**config.mk**
```make
export PLATFORM = sky130hd
export DESIGN_NAME = ps2_key_decoder
export DESIGN_NICKNAME = d
export VERILOG_FILES = /design/src/rtl/ps2_pkg.sv /design/src/rtl/ps2_frame_rx.sv /design/src/rtl/ps2_key_decoder.sv
export SDC_FILE = /design/constraint.sdc
export NUM_CORES = 1
export LEC_CHECK = 0
export ABC_CLOCK_PERIOD_IN_PS = 2300
export CAP_MARGIN = 30
export CORE_UTILIZATION = 25
export DETAILED_ROUTE_END_ITERATION = 16
export HOLD_SLACK_MARGIN = 0.02
export SYNTH_ARGS = -nofsm -noshare
export SYNTH_HDL_FRONTEND = slang
export SYNTH_HIERARCHICAL = 1
export SYNTH_SLANG_ARGS = --single-unit
```
**constraint.sdc**
```tcl
create_clock -name Clock -period 2.3 [get_ports Clock]
set_clock_uncertainty 0.05 [all_clocks]
set_input_delay 0.46 -clock Clock [delete_from_list [all_inputs] [get_ports Clock]]
set_output_delay 0.46 -clock Clock [all_outputs]
set_load 0.05 [all_outputs]
```
**src/rtl/ps2_pkg.sv**
```systemverilog
// Shared types and constants for the PS/2 keyboard receiver and key decoder.
package ps2_pkg;

  typedef enum logic [1:0] {
    ST_IDLE,
    ST_DATA,
    ST_PARITY,
    ST_STOP
  } frame_state_e;

  localparam logic [7:0]  BREAK_CODE             = 8'hF0;
  localparam logic [7:0]  EXT_CODE               = 8'hE0;
  localparam int unsigned DEFAULT_CLK_HZ         = 100_000_000;
  localparam int unsigned DEFAULT_TIMEOUT_CYCLES = DEFAULT_CLK_HZ / 1000;

endpackage

```
**src/rtl/ps2_frame_rx.sv**
```systemverilog
// PS/2 frame receiver: synchronizer, PS2Clk glitch filter, 11-bit frame FSM, idle timeout.
// Odd-parity checking is compiled in when PS2_PARITY_CHECK_EN is defined.
module ps2_frame_rx
  import ps2_pkg::*;
#(
  parameter int unsigned FILTER_CYCLES  = 8,
  parameter int unsigned TIMEOUT_CYCLES = DEFAULT_TIMEOUT_CYCLES
) (
  input  logic       clk_i,
  input  logic       rst_ni,
  input  logic       ps2_clk_i,
  input  logic       ps2_data_i,
  output logic [7:0] data_o,
  output logic       data_valid_c_o,
  output logic       frame_error_o
);

  localparam int unsigned FW = $clog2(FILTER_CYCLES + 1);
  localparam int unsigned TW = $clog2(TIMEOUT_CYCLES + 1);

`ifdef PS2_PARITY_CHECK_EN
  localparam bit PARITY_CHECK = 1'b1;
`else
  localparam bit PARITY_CHECK = 1'b0;
`endif

  logic [1:0]   clk_sync_q;
  logic [1:0]   data_sync_q;
  logic [FW-1:0] fcnt_q;
  logic          filt_q;
  logic          filt_prev_q;
  frame_state_e  state_q;
  logic [7:0]    shift_q;
  logic [2:0]    bitcnt_q;
  logic          parity_q;
  logic [TW-1:0] tmo_q;
  logic          error_q;

  logic strobe_c;
  logic tmo_hit_c;
  logic parity_ok_c;
  logic frame_ok_c;

  assign strobe_c    = filt_prev_q & ~filt_q;
  assign tmo_hit_c   = (tmo_q == TW'(TIMEOUT_CYCLES - 1));
  assign parity_ok_c = ^{shift_q, parity_q};
  assign frame_ok_c  = data_sync_q[1] & (parity_ok_c | ~PARITY_CHECK);

  // Two-flop synchronizers; both lines idle high.
  always_ff @(posedge clk_i or negedge rst_ni) begin
    if (!rst_ni) begin
      clk_sync_q  <= 2'b11;
      data_sync_q <= 2'b11;
    end else begin
      clk_sync_q  <= {clk_sync_q[0], ps2_clk_i};
      data_sync_q <= {data_sync_q[0], ps2_data_i};
    end
  end

  // Filtered level flips only after FILTER_CYCLES consecutive differing samples.
  always_ff @(posedge clk_i or negedge rst_ni) begin
    if (!rst_ni) begin
      fcnt_q      <= '0;
      filt_q      <= 1'b1;
      filt_prev_q <= 1'b1;
    end else begin
      filt_prev_q <= filt_q;
      if (clk_sync_q[1] == filt_q) begin
        fcnt_q <= '0;
      end else if (fcnt_q == FW'(FILTER_CYCLES - 1)) begin
        filt_q <= clk_sync_q[1];
        fcnt_q <= '0;
      end else begin
        fcnt_q <= fcnt_q + FW'(1);
      end
    end
  end

  always_ff @(posedge clk_i or negedge rst_ni) begin
    if (!rst_ni) begin
      state_q  <= ST_IDLE;
      shift_q  <= '0;
      bitcnt_q <= '0;
      parity_q <= 1'b0;
      tmo_q    <= '0;
      error_q  <= 1'b0;
    end else begin
      error_q <= 1'b0;

      // Idle timer only runs inside a frame and is cleared by every strobe.
      if (state_q != ST_IDLE && !strobe_c) begin
        if (tmo_hit_c) begin
          state_q <= ST_IDLE;
          tmo_q   <= '0;
        end else begin
          tmo_q <= tmo_q + TW'(1);
        end
      end else begin
        tmo_q <= '0;
      end

      if (strobe_c) begin
        case (state_q)
          ST_IDLE: begin
            if (!data_sync_q[1]) begin
              state_q  <= ST_DATA;
              bitcnt_q <= '0;
            end
          end
          ST_DATA: begin
            shift_q  <= {data_sync_q[1], shift_q[7:1]};
            bitcnt_q <= bitcnt_q + 3'd1;
            if (bitcnt_q == 3'd7) state_q <= ST_PARITY;
          end
          ST_PARITY: begin
            parity_q <= data_sync_q[1];
            state_q  <= ST_STOP;
          end
          ST_STOP: begin
            state_q <= ST_IDLE;
            error_q <= ~frame_ok_c;
          end
          default: state_q <= ST_IDLE;
        endcase
      end
    end
  end

  assign data_o         = shift_q;
  assign data_valid_c_o = strobe_c & (state_q == ST_STOP) & frame_ok_c;
  assign frame_error_o  = error_q;

endmodule

```
**src/rtl/ps2_key_decoder.sv**
```systemverilog
// PS/2 scan-code decoder: tracks the last pressed key and its held state from make/break codes.
// Optional odd-parity checking in the receiver is enabled by defining PS2_PARITY_CHECK_EN.
module ps2_key_decoder
  import ps2_pkg::*;
#(
  parameter int unsigned CLK_HZ         = DEFAULT_CLK_HZ,
  parameter int unsigned FILTER_CYCLES  = 8,
  parameter int unsigned TIMEOUT_CYCLES = CLK_HZ / 1000
) (
  input  logic       Clock,
  input  logic       btnCpuReset,
  input  logic       PS2Clk,
  input  logic       PS2Data,
  output logic [7:0] KeyCode,
  output logic       Enable,
  output logic       FrameError
);

  logic [7:0] rx_data;
  logic       rx_valid_c;
  logic       rx_error;

  logic [7:0] key_q;
  logic       enable_q;
  logic       break_q;

  ps2_frame_rx #(
    .FILTER_CYCLES (FILTER_CYCLES),
    .TIMEOUT_CYCLES(TIMEOUT_CYCLES)
  ) u_rx (
    .clk_i         (Clock),
    .rst_ni        (btnCpuReset),
    .ps2_clk_i     (PS2Clk),
    .ps2_data_i    (PS2Data),
    .data_o        (rx_data),
    .data_valid_c_o(rx_valid_c),
    .frame_error_o (rx_error)
  );

  // Release only clears Enable when it names the key currently shown.
  always_ff @(posedge Clock or negedge btnCpuReset) begin
    if (!btnCpuReset) begin
      key_q    <= 8'h00;
      enable_q <= 1'b0;
      break_q  <= 1'b0;
    end else if (rx_valid_c) begin
      if (rx_data == BREAK_CODE) begin
        break_q <= 1'b1;
      end else if (rx_data == EXT_CODE) begin
        break_q <= break_q;
      end else if (!break_q) begin
        key_q    <= rx_data;
        enable_q <= 1'b1;
      end else begin
        if (rx_data == key_q) enable_q <= 1'b0;
        break_q <= 1'b0;
      end
    end
  end

  assign KeyCode    = key_q;
  assign Enable     = enable_q;
  assign FrameError = rx_error;

endmodule

```
Yosys cells after proc, flatten, opt, wreduce, memory -nomap -nowiden
Cells that the tools add are included.
W data, S select, Z words.
- $add $sub $neg: 3
- equal/unequal tests: 13
- mux-type cells: 18
- bitwise gates (word level): 9
- reduce and logical (&&, ||, !) cells: 11
- operators with widths (kind ; count):
    $mux W17 ; 2
    $add A17 B1 Y17 const B ; 1
    $eq A17 B17 Y1 const B ; 1
    $eq A8 B8 Y1 const B ; 2
    $mux W2 ; 5
    $eq A8 B8 Y1 ; 1
    $mux W4 ; 2
    $pmux W2 S4 ; 1
    $reduce_and A4 Y1 ; 2
    $mux W1 ; 6
    $not A1 Y1 ; 6
    $pmux W3 S2 ; 1
    $reduce_and A2 Y1 ; 3
    $add A4 B1 Y4 const B ; 1
    $eq A2 B2 Y1 const B ; 2
    $eq A4 B3 Y1 const B ; 1
    $ne A2 B2 Y1 const B ; 2
    $reduce_bool A2 Y1 ; 2
    $add A3 B1 Y3 const B ; 1
    $and A1 B1 Y1 ; 3
    $eq A3 B3 Y1 const B ; 1
    $mux W3 ; 1
    $reduce_and A3 Y1 ; 1
    $eq A2 B1 Y1 const B ; 1
    other kinds (5) ; 5
- register bits: 51
- bits of input ports: 4
- output and inout bits: 10
- logic and storage cells: 67

Longest topological paths before layout
- word-level depth: 8
- gate-level depth with buffers: 8
- mapped depth without buffers: 6

Cells and area by module
The synthesis kept the hierarchy.
- modules (own cells, without submodules) (module ; times used ; cells an instance ; area each (um^2) ; seq. area each (um^2)):
    ps2_frame_rx ; 1 ; 159 ; 1849.3 ; 1033.5
    ps2_key_decoder ; 1 ; 38 ; 541.8 ; 250.2

Worst setup path after synthesis
OpenSTA, ideal clock, no wires.
- kind: reg-to-reg
- start: reg u_rx.filt_prev_q
- end: reg key_q[0], in the netlist KeyCode[0]
- library setup time: 0.125 ns
- data arrival time: 1.780 ns
- data required time: 2.125 ns
- slack: 0.345 ns
- cell stages (with the launch flop): 9
- path buffers: 2
- clock period less this slack: 1.955 ns
- cell sequence: dfstp_2 > nand2b_1 > clkbuf_1 > nor3_1 > inv_1 > a31oi_2 > nor2b_4 > buf_12 > mux2_4
- cells in the longest elaborated chain, start to end: 4
- ends and longest elaborated chain (element ; RTL line ; RTL):
    start: declaration ; ps2_frame_rx.sv:31 ; logic filt_prev_q;
    start signal: assignment ; ps2_frame_rx.sv:67 ; filt_prev_q <= filt_q;
    $and A1 B1 Y1 ; ps2_frame_rx.sv:44 ; assign strobe_c = filt_prev_q & ~filt_q;
    $and A1 B1 Y1 (2 in a row) ; ps2_frame_rx.sv:130 ; assign data_valid_c_o = strobe_c & (state_q == ST_STOP) & frame_ok_c;
    net rx_valid_c ; ps2_key_decoder.sv:20 ; logic rx_valid_c;
    $reduce_and A4 Y1 (no source line) ; - ;
    end signal: assignment ; ps2_key_decoder.sv:52 ; key_q <= rx_data;
    end: declaration ; ps2_key_decoder.sv:23 ; logic [7:0] key_q;
The timed path passes the listed nets, and every way through them passes these cells.
A chain may end at the register's enable or synchronous reset.

Final worst setup path
- start: reg u_rx.data_sync_q[1]
- end: reg key_q[3], in the netlist KeyCode[3]
- cells in the longest elaborated chain, start to end: 2
- ends and longest elaborated chain (element ; RTL line ; RTL):
    start: declaration ; ps2_frame_rx.sv:28 ; logic [1:0] data_sync_q;
    start signal: assignment ; ps2_frame_rx.sv:56 ; data_sync_q <= {data_sync_q[0], ps2_data_i};
    $and A1 B1 Y1 ; ps2_frame_rx.sv:130 ;
    net rx_valid_c ; ps2_key_decoder.sv:20 ;
    $reduce_and A4 Y1 (no source line) ; - ;
The timed path passes the listed nets, and every way through them passes these cells.

==> results by group <==
Outcome
  • Outcome: complete, no violations

CTS
  • Htree depth: 2
  • Max clock buf depth: 2
  • Worst skew pair latency: 300 ps
  • Postcts setup bufs: 0
  • CTS tree: built
  • Reg clk slew, reported paths: 100 ps
  • CTS Buf Count: 5
  • Root buffer selected by CTS: clkbuf_8
  • CTS sink count: 51

Worst setup path
  • CP Class: reg2reg
  • Worst R2R Path Depth: 6
  • R2R setup slack: 220 ps
  • Arr. time, crit path: 2240 ps
  • Worst EP required: 2450 ps
  • Maximum fanout along the worst path: 9
  • Nature of the critical path endpoint: flip-flop
  • Crit start category: flip-flop
  • Worst r2r src: u_rx/data_sync_q[1]
  • RR Endpoint: KeyCode[3]

Detailed routing
  • Routed WL: 4020 um
  • Vias per inst: 4.29
  • Via count: 1484
  • First-pass DRT Iterations: 4
  • Post-DRT Antenna Nets: 0
  • DRC violations left: 0
  • WL/cell: 11.6 um
  • Iteration-0 DRC Markers: 66

Timing
  • Fmax: 480 MHz
  • Unrepaired setup endpoints after global routing: no
  • Final hold vios: 0
  • Hold WS: 310 ps
  • Setup TNS: 0 ps
  • Final worst path period share: 0.906
  • Max-slew violations: 0
  • Post-layout min period: 2080 ps
  • # setup viols final: 0
  • Slew HR: 0.657
  • Worst-Margin Slew: 514 ps

Global route
  • First-pass GRT wire length: 7200 um
  • Largest net degree at the start of global routing: 45
  • Aggregate global-route resource usage: 0.0894
  • Initial antenna violation count: 0
  • Vias in the first global route: 1556
  • Total gr overflow: 0

Floorplan
  • Initial Util: 0.259
  • Core Rows: 35
  • Die extent in x: 99.8 um
  • Core region area: 9240 um2
  • Die ar.: 9960 um2
  • IO Pins: 14
  • Die Y-Extent: 99.8 um

Pwr
  • Logic gate share of total power: 0.175
  • Part of the power in the clock network: 0.273
  • Switch Pwr: 0.599 mW
  • Peak VDD IR: 452 uV
  • Switching share of power: 0.304
  • Pwr/cell area: 711 nW/um2
  • Int Pwr: 1.37 mW
  • Pleak: 1.24 nW
  • Sequential share of power: 0.552

Logic synthesis
  • Ys flop type: dfrtp_1
  • Post-synth EDFFs: 0
  • Yosys top cell area share: 0.471
  • Async set or reset register ratio after synthesis: 1.00
  • Cell area after synthesis: 2390 um2
  • Syn Nets: 205
  • Synth area leader: dfrtp_1
  • Post-synth cell types: 46
  • Area contributors post-synth: dfrtp_1, dfstp_2, xor2_1, mux2_4, mux2_2
  • Yosys warns: 6
  • Syn_area_per_cell: 12.1 um2
  • Cells after Synth: 197
  • Yosys reg bits: 51
  • Sequential share of the synthesized area: 0.537

Layout
  • Layout net count: 224
  • Proportion of layout cells with a drive suffix above 1: 0.226
  • Final Non-Filler Cells: 346
  • Area growth syn-to-layout: 16.0%
  • Utilization after layout: 0.300
  • Most frequent cells in the layout: dfrtp_1, nor2_1, xor2_1
  • Most common cell after layout, fill and taps aside: dfrtp_1
  • Diode count: 0

Flow run
  • Max cap viols: 0

Placement
  • Gpl congestion: 0.777
  • Port bufs: 13
  • DPL Wire Length: 2800 um
  • Placed cells: 337

Min path
  • Hold Path Stages: 0
  • Hold Startpoint: u_rx/clk_sync_q[0]
  • HP Class: reg2reg
  • WHS Endpoint: u_rx/clk_sync_q[1]
-- Yosys cell counts, drive strengths merged, types with 5 or more instances --
library cell  instances
and3                  5
dfrtp                45
xor2                 14
inv                   6
mux2                 18
xnor2                 9
nand3                14
nand2                 5
dfstp                 6
nor2                 23
nor3                  7
nor4                  6
-- flip-flops by register name, indices dropped and copies added (netlist names), 2 cells and up --
| name | cells |
|---|---|
| u_rx/state_q | 2 |
| u_rx/fcnt_q | 4 |
| u_rx/tmo_q | 17 |
| u_rx/bitcnt_q | 3 |
| u_rx/data_sync_q | 2 |
| KeyCode | 8 |
| u_rx/data_o | 8 |
| u_rx/clk_sync_q | 2 |
-- stage by stage --
| step | cell area [um2] | total power [mW] | setup slack (ps) |
|---|---|---|---|
| floorplan | 2390 | 1.36 | 345 |
| global placement | 2670 | 1.45 | 295 |
| detailed placement | 2670 | 1.46 | 205 |
| CTS | 2770 | 2.01 | 199 |
| global route | 2770 | 2.10 | 60.4 |
| finish | 2770 | 1.97 | 216 |
-- routing by layer --
metal,global-route usage,part of all wire,vias up,wire (um)
met3,0.0174,0.027,5,107
li1,-,-,740,-
met1,0.121,0.51,724,2050
met5,0,0,-,0
met4,0.0271,0.010,0,41
met2,0.145,0.45,15,1820
-- power groups by stage --
| stage | Combinational (mW) | Clock (mW) | Sequential [mW] |
|---|---|---|---|
| floorplan | 0.279 | 0 | 1.08 |
| global placement | 0.348 | 0 | 1.10 |
| detailed placement | 0.353 | 0 | 1.10 |
| CTS | 0.355 | 0.571 | 1.09 |
| global route | 0.398 | 0.596 | 1.11 |
| finish | 0.345 | 0.539 | 1.09 |
-- critical path, stage by stage (launching register included) --
cell and delay [ps]:
dfstp_2 560, inv_1 60, nor3_1 310, inv_1 90
a31oi_2 200, nor2b_4 380, mux2_4 330
-- worst max-delay path by stage --
stage / from / to
3_5_place_dp: u_rx/data_sync_q[1] / KeyCode[0]
3_3_place_gp: u_rx/data_sync_q[1] / KeyCode[3]
6_report: u_rx/data_sync_q[1] / KeyCode[3]
4_1_cts: u_rx/data_sync_q[1] / KeyCode[3]
5_1_grt: u_rx/data_sync_q[1] / KeyCode[5]
2_1_floorplan: u_rx/filt_prev_q / KeyCode[0]
-- kinds of logic after synthesis --
family | Yosys count | share of synthesized area
AO/OA/AOI/OAI | 13 | 0.0393
XOR/XNOR | 23 | 0.0843
adder cells (fa/ha/maj) | 4 | 0.0209
buffers and inverters | 10 | 0.0246
flip-flops | 51 | 0.537
multiplexers | 19 | 0.102
AND/OR/NAND/NOR | 77 | 0.193
-- area by class of cell --
type | instances | area, um2
clock inverters | 3 | 26.3
inverters | 6 | 22.5
flip-flops and latches | 51 | 1280
repair buffers | 16 | 163
clock buffers | 5 | 68.8
multi-input cells | 136 | 1050
well taps | 129 | 161
fillers | 954 | 6470
-- repair_timing --
| item | CTS | global route |
|---|---|---|
| hold buffers | 1 | 0 |
| endpoints found under the setup margin | 0 | 0 |
| gates resized for setup | 0 | 0 |
| hold endpoints to repair | 4 | 0 |
(Power assumes the default switching activity.)
